===== src/rtl/dac_channel_if.sv =====
// dac_channel_if
//   APB-style register bus for dac_channel.
//   psel/penable/pwrite : transfer control (master -> slave)
//   paddr/pwdata        : address and write data (master -> slave)
//   prdata              : read data, combinational from the slave
interface dac_channel_if;
  logic        psel;
  logic        penable;
  logic        pwrite;
  logic [31:0] paddr;
  logic [31:0] pwdata;
  logic [31:0] prdata;

  modport master (output psel, penable, pwrite, paddr, pwdata, input prdata);
  modport slave  (input psel, penable, pwrite, paddr, pwdata, output prdata);
endinterface


===== src/rtl/dac_channel.sv =====
// dac_channel
//   Sample conditioning for one DAC lane: source select, offset, Q8.8 gain,
//   saturation, underrun supervision and a small APB register file.
//   clk, reset        : single clock, asynchronous active-high reset
//   apb (slave)       : register access, paddr[7:0] decoded
//   in / valid_in     : signed stream sample and its qualifier
//   out / valid_out   : registered signed DAC sample, 3 cycles after its input
//   underrun_out      : stretched underrun indicator
//   led               : register-driven LEDs
//
//   state     | meaning
//   ST_IDLE   | channel disabled or waiting for the first sample
//   ST_RUN    | samples arriving, gap counter watching for starvation
//   ST_UNDERRUN | gap exceeded the timeout, waiting for the next sample
module dac_channel #(
  parameter int UNDERRUN_TIMEOUT = 1000,
  parameter int STRETCH          = 10000000
) (
  input  logic              clk,
  input  logic              reset,
  dac_channel_if.slave      apb,
  input  logic [7:0]        in,
  input  logic              valid_in,
  output logic [7:0]        out,
  output logic              valid_out,
  output logic              underrun_out,
  output logic [2:0]        led
);

  localparam int GW = $clog2(UNDERRUN_TIMEOUT + 1);
  localparam int SW = $clog2(STRETCH + 1);
  localparam logic [GW-1:0] GAP_LAST = GW'(UNDERRUN_TIMEOUT - 1);

  typedef enum logic [1:0] {ST_IDLE, ST_RUN, ST_UNDERRUN} state_t;

  state_t        state, state_nxt;
  logic [GW-1:0] gap_cnt;
  logic [SW-1:0] stretch_cnt;
  logic          gap_clr, gap_inc, underrun_evt;

  logic        enable, src_sel;
  logic [15:0] gain;
  logic [7:0]  offset, const_val;
  logic        underrun_sticky, clip_sticky;
  logic [31:0] sample_count;

  logic        wr_en, stat_clear;
  logic [7:0]  addr;
  logic [31:0] rdata;

  logic        src_valid;
  logic [7:0]  src_data;
  logic        s1_valid, s2_valid;
  logic [8:0]  s1_sum;
  logic [15:0] s1_gain;
  logic [24:0] s2_prod;
  logic [16:0] prod_hi;
  logic        sat_pos, sat_neg, clip_evt;
  logic        unused_bits;

  assign addr       = apb.paddr[7:0];
  assign wr_en      = apb.psel & apb.penable & apb.pwrite;
  // stat_clear has no storage: it is a one-cycle strobe and always reads 0
  assign stat_clear = wr_en && (addr == 8'h00) && apb.pwdata[2];

  always_ff @(posedge clk or posedge reset) begin
    if (reset) begin
      enable    <= 1'b0;
      src_sel   <= 1'b0;
      gain      <= 16'h0100;
      offset    <= 8'h00;
      const_val <= 8'h00;
      led       <= 3'b000;
    end else if (wr_en) begin
      case (addr)
        8'h00: begin
          enable  <= apb.pwdata[0];
          src_sel <= apb.pwdata[1];
        end
        8'h04:   gain      <= apb.pwdata[15:0];
        8'h08:   offset    <= apb.pwdata[7:0];
        8'h0C:   const_val <= apb.pwdata[7:0];
        8'h18:   led       <= apb.pwdata[2:0];
        default: ;
      endcase
    end
  end

  // a new event in the same cycle as its W1C keeps the bit set
  always_ff @(posedge clk or posedge reset) begin
    if (reset) begin
      underrun_sticky <= 1'b0;
      clip_sticky     <= 1'b0;
      sample_count    <= 32'd0;
    end else begin
      underrun_sticky <= underrun_evt |
                         (underrun_sticky & ~(wr_en && addr == 8'h10 && apb.pwdata[0]));
      clip_sticky     <= clip_evt |
                         (clip_sticky & ~(wr_en && addr == 8'h10 && apb.pwdata[1]));
      if (stat_clear)
        sample_count <= 32'd0;
      else if (enable && s2_valid && sample_count != 32'hFFFF_FFFF)
        sample_count <= sample_count + 32'd1;
    end
  end

  always_comb begin
    rdata = 32'd0;
    if (apb.psel) begin
      case (addr)
        8'h00:   rdata = {30'd0, src_sel, enable};
        8'h04:   rdata = {16'd0, gain};
        8'h08:   rdata = {24'd0, offset};
        8'h0C:   rdata = {24'd0, const_val};
        8'h10:   rdata = {30'd0, clip_sticky, underrun_sticky};
        8'h14:   rdata = sample_count;
        8'h18:   rdata = {29'd0, led};
        default: rdata = 32'd0;
      endcase
    end
  end
  assign apb.prdata = rdata;

  assign src_valid = enable & (src_sel | valid_in);
  assign src_data  = src_sel ? const_val : in;

  // product of sign-extended operands: the low 25 bits are the exact signed result
  assign prod_hi  = s2_prod[24:8];
  assign sat_pos  = ~prod_hi[16] & (|prod_hi[15:7]);
  assign sat_neg  = prod_hi[16] & ~(&prod_hi[15:7]);
  assign clip_evt = enable & s2_valid & (sat_pos | sat_neg);

  always_ff @(posedge clk or posedge reset) begin
    if (reset) begin
      s1_valid  <= 1'b0;
      s2_valid  <= 1'b0;
      valid_out <= 1'b0;
      out       <= 8'h00;
      s1_sum    <= 9'd0;
      s1_gain   <= 16'd0;
      s2_prod   <= 25'd0;
    end else if (!enable) begin
      s1_valid  <= 1'b0;
      s2_valid  <= 1'b0;
      valid_out <= 1'b0;
      out       <= 8'h00;
    end else begin
      s1_valid <= src_valid;
      if (src_valid) begin
        s1_sum  <= {src_data[7], src_data} + {offset[7], offset};
        s1_gain <= gain;
      end
      s2_valid <= s1_valid;
      if (s1_valid)
        s2_prod <= {{16{s1_sum[8]}}, s1_sum} * {{9{s1_gain[15]}}, s1_gain};
      valid_out <= s2_valid;
      if (s2_valid)
        out <= sat_pos ? 8'h7F : (sat_neg ? 8'h80 : prod_hi[7:0]);
    end
  end

  always_ff @(posedge clk or posedge reset) begin
    if (reset) begin
      state       <= ST_IDLE;
      gap_cnt     <= '0;
      stretch_cnt <= '0;
    end else begin
      state <= state_nxt;
      if (gap_clr)
        gap_cnt <= '0;
      else if (gap_inc)
        gap_cnt <= gap_cnt + GW'(1);
      if (underrun_evt)
        stretch_cnt <= SW'(STRETCH);
      else if (stretch_cnt != '0)
        stretch_cnt <= stretch_cnt - SW'(1);
    end
  end

  always_comb begin
    state_nxt    = state;
    gap_clr      = 1'b0;
    gap_inc      = 1'b0;
    underrun_evt = 1'b0;
    if (!enable) begin
      state_nxt = ST_IDLE;
      gap_clr   = 1'b1;
    end else begin
      case (state)
        ST_IDLE: begin
          gap_clr = 1'b1;
          if (src_valid) state_nxt = ST_RUN;
        end
        ST_RUN: begin
          if (src_valid) begin
            gap_clr = 1'b1;
          end else if (gap_cnt == GAP_LAST) begin
            state_nxt    = ST_UNDERRUN;
            underrun_evt = 1'b1;
            gap_clr      = 1'b1;
          end else begin
            gap_inc = 1'b1;
          end
        end
        ST_UNDERRUN: begin
          gap_clr = 1'b1;
          if (src_valid) state_nxt = ST_RUN;
        end
        default: state_nxt = ST_IDLE;
      endcase
    end
  end

  assign underrun_out = (stretch_cnt != '0);

  assign unused_bits = ^{apb.paddr[31:8], apb.pwdata[31:16], s2_prod[7:0]};

endmodule


===== src/flat_wrapper.sv =====
// flat-port wrapper written by rule: the top's interface ports become plain ports
module dac_channel_flat 
#(
  parameter int UNDERRUN_TIMEOUT = 1000,
  parameter int STRETCH          = 10000000
)
  (clk, reset, in, valid_in, out, valid_out, underrun_out, led, apb_psel, apb_penable, apb_pwrite, apb_paddr, apb_pwdata, apb_prdata);
  dac_channel_if apb_i ();
  input  logic clk;
  input  logic reset;
  input  logic [7:0] in;
  input  logic valid_in;
  output logic [7:0] out;
  output logic valid_out;
  output logic underrun_out;
  output logic [2:0] led;
  input wire logic [$bits(apb_i.psel)-1:0] apb_psel;
  input wire logic [$bits(apb_i.penable)-1:0] apb_penable;
  input wire logic [$bits(apb_i.pwrite)-1:0] apb_pwrite;
  input wire logic [$bits(apb_i.paddr)-1:0] apb_paddr;
  input wire logic [$bits(apb_i.pwdata)-1:0] apb_pwdata;
  output wire logic [$bits(apb_i.prdata)-1:0] apb_prdata;
  assign apb_i.psel = apb_psel;
  assign apb_i.penable = apb_penable;
  assign apb_i.pwrite = apb_pwrite;
  assign apb_i.paddr = apb_paddr;
  assign apb_i.pwdata = apb_pwdata;
  assign apb_prdata = apb_i.prdata;
  dac_channel #(.UNDERRUN_TIMEOUT(UNDERRUN_TIMEOUT), .STRETCH(STRETCH)) u_core (.clk(clk), .reset(reset), .apb(apb_i), .in(in), .valid_in(valid_in), .out(out), .valid_out(valid_out), .underrun_out(underrun_out), .led(led));
endmodule

===== config.mk =====
export PLATFORM = sky130hd
export DESIGN_NAME = dac_channel_flat
export DESIGN_NICKNAME = d
export VERILOG_FILES = /design/src/rtl/dac_channel_if.sv /design/src/rtl/dac_channel.sv /design/src/flat_wrapper.sv
export SDC_FILE = /design/constraint.sdc
export NUM_CORES = 1
export LEC_CHECK = 0
export CAP_MARGIN = 20
export CORE_ASPECT_RATIO = 0.9
export CORE_MARGIN = 1.5
export CORE_UTILIZATION = 59
export DETAILED_ROUTE_END_ITERATION = 12
export HOLD_SLACK_MARGIN = 0.02
export PLACE_DENSITY = 0.82
export SLEW_MARGIN = 15
export SYNTH_ARGS = -nofsm -noshare
export SYNTH_HDL_FRONTEND = slang
export SYNTH_SLANG_ARGS = --single-unit

===== constraint.sdc =====
create_clock -name clk -period 7.4 [get_ports clk]
set_input_delay 2.22 -clock clk [delete_from_list [all_inputs] [get_ports clk]]
set_output_delay 2.22 -clock clk [all_outputs]
set_load 0.02 [all_outputs]

After elaboration in Yosys (flattened, before gate mapping):

Cells that the tools add are included.

* flip-flop bits (word level): 168
* output and inout port bits: 45
* input bits: 78
* logic and storage cells: 111

* multipliers: 1
* add/subtract/negate cells: 4
* bitwise logic cells: 17
* equal/unequal tests: 14
* muxes and demuxes: 32
* reductions and logical operators: 24

Operators by type and width (number)
* 32-bit one-hot mux with 7 select lines: 1
* 32-bit two-way mux: 3
* 24-bit two-way mux: 2
* 8-bit two-way mux: 5
* 32-bit by 1-bit adder with 32-bit output (second input constant): 1
* 32-bit != test (second input constant): 1
* 9-bit by 16-bit multiplier with 25-bit output: 1
* 8-bit by 5-bit equality test with 1-bit output (second input constant): 3
* 24-bit nonzero test: 1
* 24-bit by 1-bit subtractor with 24-bit output (second input constant): 1
* 10-bit two-way mux: 2
* 8-bit by 4-bit equality test with 1-bit output (second input constant): 2
* 2-bit AND reduction: 7
* 1-bit two-way mux: 13
* 10-bit by 1-bit adder with 10-bit output (second input constant): 1
* 10-bit equality test (second input constant): 1
* 8-bit by 8-bit adder with 9-bit output: 1
* 1-bit bitwise AND: 9
* 3-bit != test (second input constant): 3
* 9-bit AND reduction: 1
* 9-bit OR reduction: 1
* 8-bit by 3-bit equality test with 1-bit output (second input constant): 1
* 8-bit logical NOT: 1
* 2-bit two-way mux: 4
* other kinds (12): 26

Depth between registers and ports, before layout:

* depth in word-level cells: 7
* gate-level depth with buffers: 20
* depth with buffers taken out: 19

Worst setup path before layout:

OpenSTA, ideal clock, no wires.

* path type: input-to-output
* start point: input port apb_paddr[5]
* end point: output port apb_prdata[0]
* setup slack: 1.203 ns
* arrival time: 3.977 ns
* stages on the path: 5
* required time: 5.180 ns
* path buffers: 1
* cell sequence: or4_1 > nor2_1 > clkbuf_1 > a22oi_1 > a31oi_1

* longest elaborated chain between the ends: 3
* elaborated cells between the ends (all ways): 9
* classes of those cells: eq/ne: 6; mux: 2; reduce/logical: 1

RTL lines
* start, declared: line flat_wrapper.sv:20 `input wire logic [$bits(apb_i.paddr)-1:0] apb_paddr;`
* 8-bit by 5-bit equality test with 1-bit output (tied with other cells): line dac_channel.sv:110 `case (addr)`
* 32-bit one-hot mux with 7 select lines *: line dac_channel.sv:110
* 32-bit two-way mux *: line dac_channel.sv:109 `if (apb.psel) begin`
* end, declared: line flat_wrapper.sv:22 `output wire logic [$bits(apb_i.prdata)-1:0] apb_prdata;`

Every way passes the cells marked *; elsewhere a longest branch is shown, timed or not.

Worst setup path after layout:

* start point: input port apb_paddr[4]
* end point: output port apb_prdata[5]

The elaborated chain is that of the path after synthesis.

==> metrics.cfg <==
[timing]
final.setup.tns_ns=0
max_clock_freq_mhz=142.3
fin_crit_sh_pct=94.96
period_minus_slack_ns=7.027
maxSlewHeadroom_pct=29.94
worstMarginPinSlew_ns=1.041
hold_violations=0
rsz0062_at_grt=no
skew_ns=0.01577
setup_viol=0
timing.hold.ws_ns=0.4816
maxSlewViolCount=0

[finish]
layout_commonest_cell=dfrtp_1
n_antenna_cell=0
syn2layout_area_growth_pct=13.43
drive_gt1_share_pct=9.313
fin_nets=1595
layout_common_cells=dfrtp_1 (159), nand2_1 (152), fa_1 (119), nor2_1 (116), inv_1 (112)

[clock_network]
clk_pin_slew_ns=0.07
ctsHtreeMaxLevel=4
post-cts-setup-buffer-count=0
clk_latency_ns=0.44
cts_tree=yes
clkSinkCount=160
cts_hold_buf=0
post_cts_resized=0
cts_buffers=17
clk_path_buf_depth=2
root_buffer=clkbuf_16

[worst_setup_path]
criticalPathCategory=primary input to primary output
cp-end-kind=primary output
reg2reg_setup_slack_ns=1.65
worstRegToRegCells=15
critPathMaxFanout=7
cp.required_ns=5.18
startpoint_type=primary input
rr_startpoint=u_core.s1_sum[7]
r2r-end=u_core.s2_prod[23]
worstPathArrival_ns=4.81

[drt]
vias_per_cell=5.839
dr.pass1.iters=6
vias=9570
wl_per_cell_um=17.68
routed_wl_mm=28.98
drt_iter0_drc=650
ant_nets=0
drc_errors=0

[synthesis]
ys_ff_latch=160
synth_flop_cell=dfrtp_1
syn_area_mm2=0.01244
syn-num-nets=1533
avgSynthCellArea_um2=9.735
async_flop_share_pct=100.0
yosysWarnings=0
postSynthCellCount=1278
synth_edf_count=0
synth_seq_area_share_pct=32.19
synth_cell_types=60

[power_and_ir_drop]
peakVddDrop_v=0.0001259
intPower_w=0.001414
p_leak_nw=6.684
power.density_mw_per_mm2=140.3
seq_power_share_pct=46.4
switchingPower_w=0.0005669
swShare_pct=28.62
combPwrFrac_pct=8.6
pwr-share-clk_pct=44.9

[grt]
antenna_found_initial=1
overflow=0
grt_pass1_wl_mm=48.09
grt_pass1_vias=9560
grt_max_degree=73
track_usage_pct=28.02

[min_path]
min-delay-start=u_core.out[2]
hold_depth=2
hold_end=u_core.out[2]
hold_path.class=flop to flop

[place]
dpl.hpwl_mm=21.34
port_buffers=82
routabilityCongestion=0.8559

[die]
rows=50
dieArea_mm2=0.02197
dieHeight_um=140.8
top_level_ports=123
dieWidth_um=156.1
start_util_pct=59.90
core_area_mm2=0.02077

[flow_run]
max-cap-violations=0

[run_status]
status=completed

synth_stat cells, drive strengths merged (3+ instances only):
library cell | count | share of area, %
a222oi | 5 | 0.40
ha | 58 | 5.8
mux2i | 5 | 0.40
o21ai | 49 | 2.0
a211oi | 6 | 0.40
a31oi | 6 | 0.30
nand2b | 7 | 0.35
nand3b | 3 | 0.18
mux2 | 61 | 5.5
nand2 | 153 | 4.6
or3 | 16 | 0.82
a22o | 3 | 0.21
a21o | 3 | 0.18
a22oi | 16 | 0.97
o21a | 5 | 0.30
fa | 119 | 19
inv | 113 | 3.4
and2 | 68 | 3.4
nor4 | 9 | 0.45
dfrtp | 159 | 32
and3 | 25 | 1.3
clkbuf | 49 | 1.5
or4 | 6 | 0.44
a21oi | 38 | 1.5
xor2 | 38 | 2.7
nor3 | 17 | 0.72
or2 | 7 | 0.35
o31ai | 5 | 0.30
nor2b | 10 | 0.50
nand4 | 16 | 0.80
xnor2 | 36 | 2.5
nor2 | 117 | 3.6
nand3 | 22 | 0.88
and4 | 5 | 0.35
area by class of cell:
type | count | area [µm²]
Multi-Input combinational cell | 954 | 7824
Inverter | 113 | 429.2
Sequential cell | 160 | 4005
Fill cell | 1566 | 6656
Clock buffer | 17 | 425.4
Tap cell | 286 | 357.8
Timing Repair Buffer | 94 | 910.9
Clock inverter | 15 | 161.4
worst max-delay path, cell delays in order:
cell and delay, ns:
clkdlybuf4s50_1 0.44, or4_1 0.57, nor3_1 0.24, and2_1 0.35, nand2_1 0.11, a21oi_1 0.23, clkdlybuf4s50_1 0.65
per-layer routing:
layer	vias up	GRT usage, %	part of all wire (%)
li1	4364	-	-
met4	2	10.98	3.3
met2	328	44.09	48
met3	75	5.380	5.7
met1	4801	38.59	42
met5	-	0	0.045
power groups by stage:
stage,clock [W],combinational (W),sequential (W)
detailed placement,0,0.000171,0.000934
finish,0.000890,0.000171,0.000920
floorplan,0,0.000129,0.000911
global placement,0,0.000165,0.000933
CTS,0.000901,0.000174,0.000918
global route,0.000943,0.000196,0.000921
through the flow:
step	cells	util [%]	total power [W]	setup WS [ns]	instance area, µm²
final	1639	67.95	0.001981	0.3728	14110
after global placement	1607	65.13	0.001098	0.4229	13530
after global routing	1639	67.95	0.002060	0.2713	14110
after CTS	1639	67.95	0.001992	0.3904	14110
after floorplan	1278	-	0.001040	0.8617	12440
after detailed placement	1607	65.13	0.001106	0.4035	13530
cell families (layout without fill, tap and decap cells):
| kind of cell | after synthesis | after routing | share of synthesized area, % |
|---|---|---|---|
| flip-flops | 160 | 160 | 32.19 |
| AND/OR/NAND/NOR | 486 | 486 | 19.18 |
| multiplexers | 66 | 66 | 5.923 |
| AO/OA/AOI/OAI | 151 | 151 | 7.562 |
| buffers and inverters | 164 | 239 | 4.958 |
| XOR/XNOR | 74 | 74 | 5.209 |
| adder cells (fa/ha/maj) | 177 | 177 | 24.98 |
worst max path at each step:
stage / depth (start not counted) / start / to
after global placement: 7 / apb_paddr[4] / apb_prdata[5]
after floorplan: 1 / reset / u_core.clip_sticky
after CTS: 7 / apb_paddr[4] / apb_prdata[5]
final: 7 / apb_paddr[4] / apb_prdata[5]
after global routing: 7 / apb_paddr[4] / apb_prdata[7]
after detailed placement: 7 / apb_paddr[4] / apb_prdata[5]
registers in the layout (all words and copies together), names as in the netlist, 2 cells and up:
name / cells
u_core.s2_prod: 17
u_core.led: 3
u_core.offset: 8
u_core.s1_gain: 16
u_core.out: 8
u_core.sample_count: 32
u_core.state: 2
u_core.s1_sum: 9
u_core.const_val: 8
u_core.gap_cnt: 10
u_core.gain: 16
u_core.stretch_cnt: 24
Power figures use the tool's default switching activity.
